--- src/rtl/multicycle_ctrl_fsm_pkg.sv ---
// Shared definitions for the multi-cycle RV32I control FSM: state codes,
// the opcode values it decodes and the wait-counter width.
package multicycle_ctrl_fsm_pkg;

    // Phase codes; 7..15 are unused and recover to ST_IF.
    typedef enum logic [3:0] {
        ST_IF    = 4'd0,
        ST_ID    = 4'd1,
        ST_EX    = 4'd2,
        ST_EX_BR = 4'd3,
        ST_MEM   = 4'd4,
        ST_WB    = 4'd5,
        ST_HALT  = 4'd6
    } state_e;

    // RV32I major opcodes, inst[6:0].
    localparam logic [6:0] OPC_LOAD   = 7'b0000011;
    localparam logic [6:0] OPC_STORE  = 7'b0100011;
    localparam logic [6:0] OPC_BRANCH = 7'b1100011;
    localparam logic [6:0] OPC_JAL    = 7'b1101111;
    localparam logic [6:0] OPC_JALR   = 7'b1100111;
    localparam logic [6:0] OPC_OP     = 7'b0110011;
    localparam logic [6:0] OPC_OP_IMM = 7'b0010011;
    localparam logic [6:0] OPC_SYSTEM = 7'b1110011;

    // Wide enough for wait limits up to 15 cycles.
    localparam int CNT_W = 4;

    // Jumps write the ALU target into the PC at writeback.
    function automatic logic is_jump(input logic [6:0] opc);
        return (opc == OPC_JAL) || (opc == OPC_JALR);
    endfunction

endpackage

--- src/rtl/multicycle_ctrl_fsm_wait_counter.sv ---
// Wait-cycle counter: counts up to a limit and holds there; clear has
// priority over enable. done flags the final cycle of a wait phase.
module multicycle_ctrl_fsm_wait_counter #(
    parameter int W = 4
) (
    input  logic         clk,
    input  logic         rst_n,
    input  logic         clr,
    input  logic         en,
    input  logic [W-1:0] limit,
    output logic [W-1:0] cnt,
    output logic         done
);

    logic [W-1:0] cnt_q;
    logic [W-1:0] cnt_d;

    assign done = (cnt_q == limit);
    assign cnt  = cnt_q;

    // Next count: clear on phase exit, advance while enabled and not at limit.
    always_comb begin
        cnt_d = cnt_q;
        if (clr) begin
            cnt_d = '0;
        end else if (en && !done) begin
            cnt_d = cnt_q + W'(1);
        end
    end

    // Count register.
    always_ff @(posedge clk or negedge rst_n) begin
        if (!rst_n) begin
            cnt_q <= '0;
        end else begin
            cnt_q <= cnt_d;
        end
    end

endmodule

--- src/rtl/multicycle_ctrl_fsm.sv ---
// Control FSM of the multi-cycle RV32I core: phase register, per-cycle
// datapath strobes, stall freeze, illegal-opcode recovery and a
// retired-instruction counter.
module multicycle_ctrl_fsm
    import multicycle_ctrl_fsm_pkg::*;
#(
    parameter int IF_CYCLES     = 2,
    parameter int MEM_CYCLES    = 1,
    parameter int RET_W         = 32,
    parameter bit HALT_ON_ECALL = 1'b1
) (
    input  logic             clk,
    input  logic             reset_n,
    input  logic [6:0]       opcode,
    input  logic             alu_bcond,
    input  logic             halt_cond,
    input  logic             stall,
    output logic [3:0]       state,
    output logic             imem_read,
    output logic             ir_write,
    output logic             dmem_read,
    output logic             dmem_write,
    output logic             reg_write,
    output logic             pc_update,
    output logic             pc_src,
    output logic             illegal,
    output logic             is_halted,
    output logic [RET_W-1:0] retire_cnt
);

    localparam logic [CNT_W-1:0] IF_LAST  = CNT_W'(IF_CYCLES - 1);
    localparam logic [CNT_W-1:0] MEM_LAST = CNT_W'(MEM_CYCLES - 1);

    state_e             state_q, state_d;
    logic               started_q;
    logic [RET_W-1:0]   retire_q, retire_d;
    logic [CNT_W-1:0]   cnt_limit;
    logic [CNT_W-1:0]   cnt;
    logic               cnt_done;
    logic               leave;
    logic               frozen;

    // Stall freezes everything except HALT, which is absorbing anyway.
    assign frozen = stall && (state_q != ST_HALT);

    // Terminal count for the current wait phase; single-cycle phases use 0.
    always_comb begin
        cnt_limit = '0;
        case (state_q)
            ST_IF:   cnt_limit = IF_LAST;
            ST_MEM:  cnt_limit = MEM_LAST;
            default: cnt_limit = '0;
        endcase
    end

    multicycle_ctrl_fsm_wait_counter #(
        .W(CNT_W)
    ) u_wait_counter (
        .clk   (clk),
        .rst_n (reset_n),
        .clr   (leave),
        .en    (started_q && !frozen),
        .limit (cnt_limit),
        .cnt   (cnt),
        .done  (cnt_done)
    );

    // Next-state and strobe decode; leave marks any taken transition,
    // including the IF->IF re-entry of a non-halting ECALL.
    always_comb begin
        state_d    = state_q;
        leave      = 1'b0;
        imem_read  = 1'b0;
        ir_write   = 1'b0;
        dmem_read  = 1'b0;
        dmem_write = 1'b0;
        reg_write  = 1'b0;
        pc_update  = 1'b0;
        pc_src     = 1'b0;
        illegal    = 1'b0;
        is_halted  = 1'b0;
        if (started_q) begin
            case (state_q)
                ST_IF: begin
                    imem_read = 1'b1;
                    if (cnt_done) begin
                        ir_write = 1'b1;
                        leave    = 1'b1;
                        if (opcode == OPC_SYSTEM) begin
                            if (halt_cond && HALT_ON_ECALL) begin
                                state_d = ST_HALT;
                            end else begin
                                state_d   = ST_IF;
                                pc_update = 1'b1;
                            end
                        end else if (opcode == OPC_JAL) begin
                            state_d = ST_EX;
                        end else begin
                            state_d = ST_ID;
                        end
                    end
                end
                ST_ID: begin
                    leave   = 1'b1;
                    state_d = ST_EX;
                end
                ST_EX: begin
                    leave = 1'b1;
                    case (opcode)
                        OPC_BRANCH: begin
                            if (alu_bcond) begin
                                state_d = ST_EX_BR;
                            end else begin
                                state_d   = ST_IF;
                                pc_update = 1'b1;
                            end
                        end
                        OPC_OP, OPC_OP_IMM, OPC_JAL, OPC_JALR: state_d = ST_WB;
                        OPC_LOAD, OPC_STORE:                   state_d = ST_MEM;
                        default: begin
                            state_d   = ST_IF;
                            pc_update = 1'b1;
                            illegal   = 1'b1;
                        end
                    endcase
                end
                ST_EX_BR: begin
                    leave     = 1'b1;
                    state_d   = ST_IF;
                    pc_update = 1'b1;
                    pc_src    = 1'b1;
                end
                ST_MEM: begin
                    dmem_read = (opcode == OPC_LOAD);
                    if (cnt_done) begin
                        leave = 1'b1;
                        if (opcode == OPC_STORE) begin
                            dmem_write = 1'b1;
                            pc_update  = 1'b1;
                            state_d    = ST_IF;
                        end else begin
                            state_d = ST_WB;
                        end
                    end
                end
                ST_WB: begin
                    leave     = 1'b1;
                    reg_write = 1'b1;
                    pc_update = 1'b1;
                    pc_src    = is_jump(opcode);
                    state_d   = ST_IF;
                end
                ST_HALT: begin
                    is_halted = 1'b1;
                    state_d   = ST_HALT;
                end
                default: begin
                    leave   = 1'b1;
                    state_d = ST_IF;
                end
            endcase

            if (frozen) begin
                state_d    = state_q;
                leave      = 1'b0;
                ir_write   = 1'b0;
                dmem_write = 1'b0;
                reg_write  = 1'b0;
                pc_update  = 1'b0;
                illegal    = 1'b0;
            end
        end
    end

    // Retire counter wraps naturally at 2^RET_W.
    always_comb begin
        retire_d = retire_q + RET_W'(pc_update);
    end

    // State, start flag and retire counter registers.
    always_ff @(posedge clk or negedge reset_n) begin
        if (!reset_n) begin
            state_q   <= ST_IF;
            started_q <= 1'b0;
            retire_q  <= '0;
        end else begin
            state_q   <= state_d;
            started_q <= 1'b1;
            retire_q  <= retire_d;
        end
    end

    assign state      = state_q;
    assign retire_cnt = retire_q;

endmodule

--- config.mk ---
export PLATFORM = sky130hd
export DESIGN_NAME = multicycle_ctrl_fsm
export DESIGN_NICKNAME = d
export VERILOG_FILES = /design/src/rtl/multicycle_ctrl_fsm_pkg.sv /design/src/rtl/multicycle_ctrl_fsm_wait_counter.sv /design/src/rtl/multicycle_ctrl_fsm.sv
export SDC_FILE = /design/constraint.sdc
export NUM_CORES = 1
export LEC_CHECK = 0
export CAP_MARGIN = 20
export CORE_ASPECT_RATIO = 0.5
export CORE_UTILIZATION = 47
export CTS_CLUSTER_SIZE = 16
export DETAILED_ROUTE_END_ITERATION = 6
export GPL_TIMING_DRIVEN = 0
export PLACE_DENSITY = 0.77
export SLEW_MARGIN = 20
export SYNTH_ARGS = -nofsm -noshare
export SYNTH_HDL_FRONTEND = slang
export SYNTH_SLANG_ARGS = --single-unit
--- constraint.sdc ---
create_clock -name clk -period 4.4 [get_ports clk]
set_clock_uncertainty 0.15 [all_clocks]
set_input_delay 0.66 -clock clk [delete_from_list [all_inputs] [get_ports clk]]
set_output_delay 0.66 -clock clk [all_outputs]
set_load 0.02 [all_outputs]
==> flow_summary.yaml <==
critical_path:
  cpPeakStageDelay_ns: 0.77
  reg2reg_slack_ns: 0.58
  cp_data_arrival_time_ns: 4.18
  path_cells: "clkdlybuf4s50_1 -> nor3b_1 -> nand2_1 -> or4_1 -> a31oi_1 -> ha_1 -> nand2_1 -> nor4_1 -> nand3b_1 -> xnor2_1"
  crit_buf_inv: 1
  worstSetupPathType: "primary input to register"
  cp_slowest_cell: "nor4_1"
  critPathTopFamily: "simple AND/OR/NAND/NOR gates"
  crit_top_cell: "nand2_1"
  cp-start-kind: "primary input"
  crit_path_end_kind: "register"
  cp_max_fo: 8
  required_ns: 4.44
place:
  place.gp.congestion: 0.836
  post-dp-hpwl_mm: 3.99
  dpl_cell_area_um2: 2950
  portBuffers: 54
  pre_cts_ws_ns: -0.0901
  placed_cells: 365
yosys:
  synth_edf_count: 0
  yosysSeqAreaShare_pct: 43.4
  synth_cells: 244
  syn_nets: 259
  synthFlopType: "dfrtp_1"
  synth_seq_cells: 40
  synth_area_um2: 2310
  syn_area_per_cell_um2: 9.45
  synth_cell_types: 49
  async_reset_ff_share_pct: 100
  synth_warnings: 0
worst_hold_path:
  holdCritPathClass: "primary input to async pin"
die:
  chipWidth_um: 101
  die_y_um: 51.5
  die-area_um2: 5210
  rows: 17
  placeableCoreArea_um2: 4550
  start_util_pct: 50.7
  pin_count: 57
clock_tree:
  cts_sinks: 40
  root_buffer: "clkbuf_8"
  cts_buffer_depth: 2
  hold_buffers: 0
  post_cts_resized: 0
  htreeDepth: 2
  numCtsBuffers: 5
  cts_setup_buffers: 0
  tritoncts: "done"
  clkTransAtPathRegs_ns: 0.08
  clock_latency_ns: 0.30
detailed_routing:
  viasPerCell: 5.51
  routed-via-count: 2054
  final_antenna_net_count: 0
  dr.pass1.iters: 4
  drt-wirelength-per-cell_um: 14.6
  finalWirelength_mm: 5.44
  drt_iter0_drc: 65
  drc: 0
timing:
  period_minus_slack_ns: 4.14
  finalSetupViolCount: 0
  drv_slew: 0
  worst_slew_pin_slew_ns: 0.876
  clock.fmax_mhz: 241
  relSlewSlack_pct: 41.1
  finalHoldViolations: 0
  fin_ws_ns: 0.258
  post-route-period-util_pct: 94.1
pwr:
  ir_drop_v: 0.000208
  total_power_w: 0.00111
  p_leak_nw: 1.26
  power_density_nw_per_um2: 359
global_route:
  grt_max_degree: 24
  grt_pass1_wl_mm: 8.99
  overflow: 0
  antenna_found_initial: 0
  grt_pass1_vias: 1962
  grt_use_total_pct: 22.2
cells_and_area:
  stdcell_area_um2: 3080
  nets: 321
  drive_gt1_share_pct: 6.84
  num_antenna_cells: 0
  fill_cells: 388
  final_cell_count_no_fill: 373
  area_growth_pct: 33.5
flow_run:
  drv_cap: 0
outcome:
  status: "completed"
-- logic make-up after synthesis --
| logic type | share of synthesized area, % |
|---|---|
| AND/OR/NAND/NOR | 29.3 |
| XOR/XNOR | 11.8 |
| adder cells (fa/ha/maj) | 1.63 |
| flip-flops | 43.4 |
| multiplexers | 0.434 |
| buffers and inverters | 3.09 |
| other | 0.326 |
| AO/OA/AOI/OAI | 10.0 |
-- synthesized netlist by cell type, drive strengths merged, types with 2 or more instances --
master	number	area (µm²)
nor2	14	52.6
o21ai	4	20.0
a21oi	10	50.1
conb	2	7.51
nand2	18	67.6
nand3	21	105
a31oi	4	25.0
ha	3	37.5
o21bai	2	15.0
nor3	12	60.1
nand4	12	90.1
a311oi	2	17.5
o21ba	2	20.0
and2	2	12.5
inv	6	22.5
or4	4	33.8
buf	2	18.8
and4	3	26.3
o22ai	2	12.5
nand2b	8	50.1
clkbuf	8	30.0
nand3b	3	22.5
xor2	13	114
dfrtp	40	1000
or3	2	12.5
nor4	9	75.1
xnor2	18	158
-- layout make-up --
class | count | area (µm²) | area share (%)
flip-flops and latches | 40 | 1000 | 32.5
inverters | 6 | 22.5 | 0.732
repair buffers | 55 | 563 | 18.3
well taps | 66 | 82.6 | 2.68
clock inverters | 2 | 38.8 | 1.26
plain buffers | 10 | 48.8 | 1.59
multi-input cells | 188 | 1240 | 40.2
clock buffers | 6 | 82.6 | 2.68
-- cells in the final DEF, fill, tap and decap left out, types with 2 or more instances in the layout --
master / count
a21oi_1: 10
nand4_1: 11
nand3b_1: 3
o22ai_1: 2
xor2_1: 13
and2_1: 2
o21bai_1: 2
nand2b_1: 8
clkbuf_1: 8
and4_1: 3
clkdlybuf4s50_1: 53
inv_1: 6
conb_1: 2
nand2_1: 18
or3_1: 2
o21ba_2: 2
or4_1: 3
nor3_1: 12
o21ai_0: 4
ha_1: 3
dfrtp_1: 40
nor4_2: 3
nand3_1: 20
a31oi_1: 4
xnor2_1: 18
clkbuf_8: 6
a311oi_1: 2
nor4_1: 6
nor2_1: 14
-- report_power, final --
group	switching, W	internal, W	leakage, nW	total, W
combinational	0.000185	0.000151	0.665	0.000336
clock	0.000132	0.000185	0.0614	0.000317
sequential	0.0000482	0.000404	0.531	0.000452
-- per-layer routing --
| layer | routed length, µm | part of all wire [%] | up-vias | track usage (%) |
|---|---|---|---|---|
| li1 | - | - | 1009 | - |
| met1 | 2530 | 47 | 991 | 28.4 |
| met2 | 2650 | 49 | 47 | 38.7 |
| met3 | 202 | 3.7 | 7 | 4.03 |
| met4 | 55 | 1.0 | 0 | 7.25 |
| met5 | 0 | 0 | - | 0 |
-- through the flow --
| step | utilization [%] | setup TNS (ns) | hold WS [ns] |
|---|---|---|---|
| global placement | 64.3 | -0.0689 | 0.304 |
| finish | 67.6 | 0 | 0.151 |
| floorplan | - | 0 | 0.214 |
| CTS | 67.5 | 0 | 0.159 |
| global route | 67.6 | -0.00241 | 0.182 |
| detailed placement | 64.8 | -0.177 | 0.324 |
-- final timing paths --
check | startpoint | end | depth (start not counted)
worst max-delay path | opcode[5] | retire_cnt[21]$_DFF_PN0_ | 10
worst min-delay path | reset_n | retire_cnt[16]$_DFF_PN0_ | 1
worst max register to register | state[0]$_DFFE_PN0P_ | retire_cnt[21]$_DFF_PN0_ | 10
worst min register to register | retire_cnt[31]$_DFF_PN0_ | retire_cnt[31]$_DFF_PN0_ | 1
max in group asynchronous | reset_n | retire_cnt[12]$_DFF_PN0_ | 2
min in group clk | retire_cnt[31]$_DFF_PN0_ | retire_cnt[31]$_DFF_PN0_ | 1
-- registers in the layout, summed over array words and instances (netlist names) --
name	cells
u_wait_counter.cnt	4
state	3
started_q	1
retire_cnt	32
(Power assumes the default switching activity.)
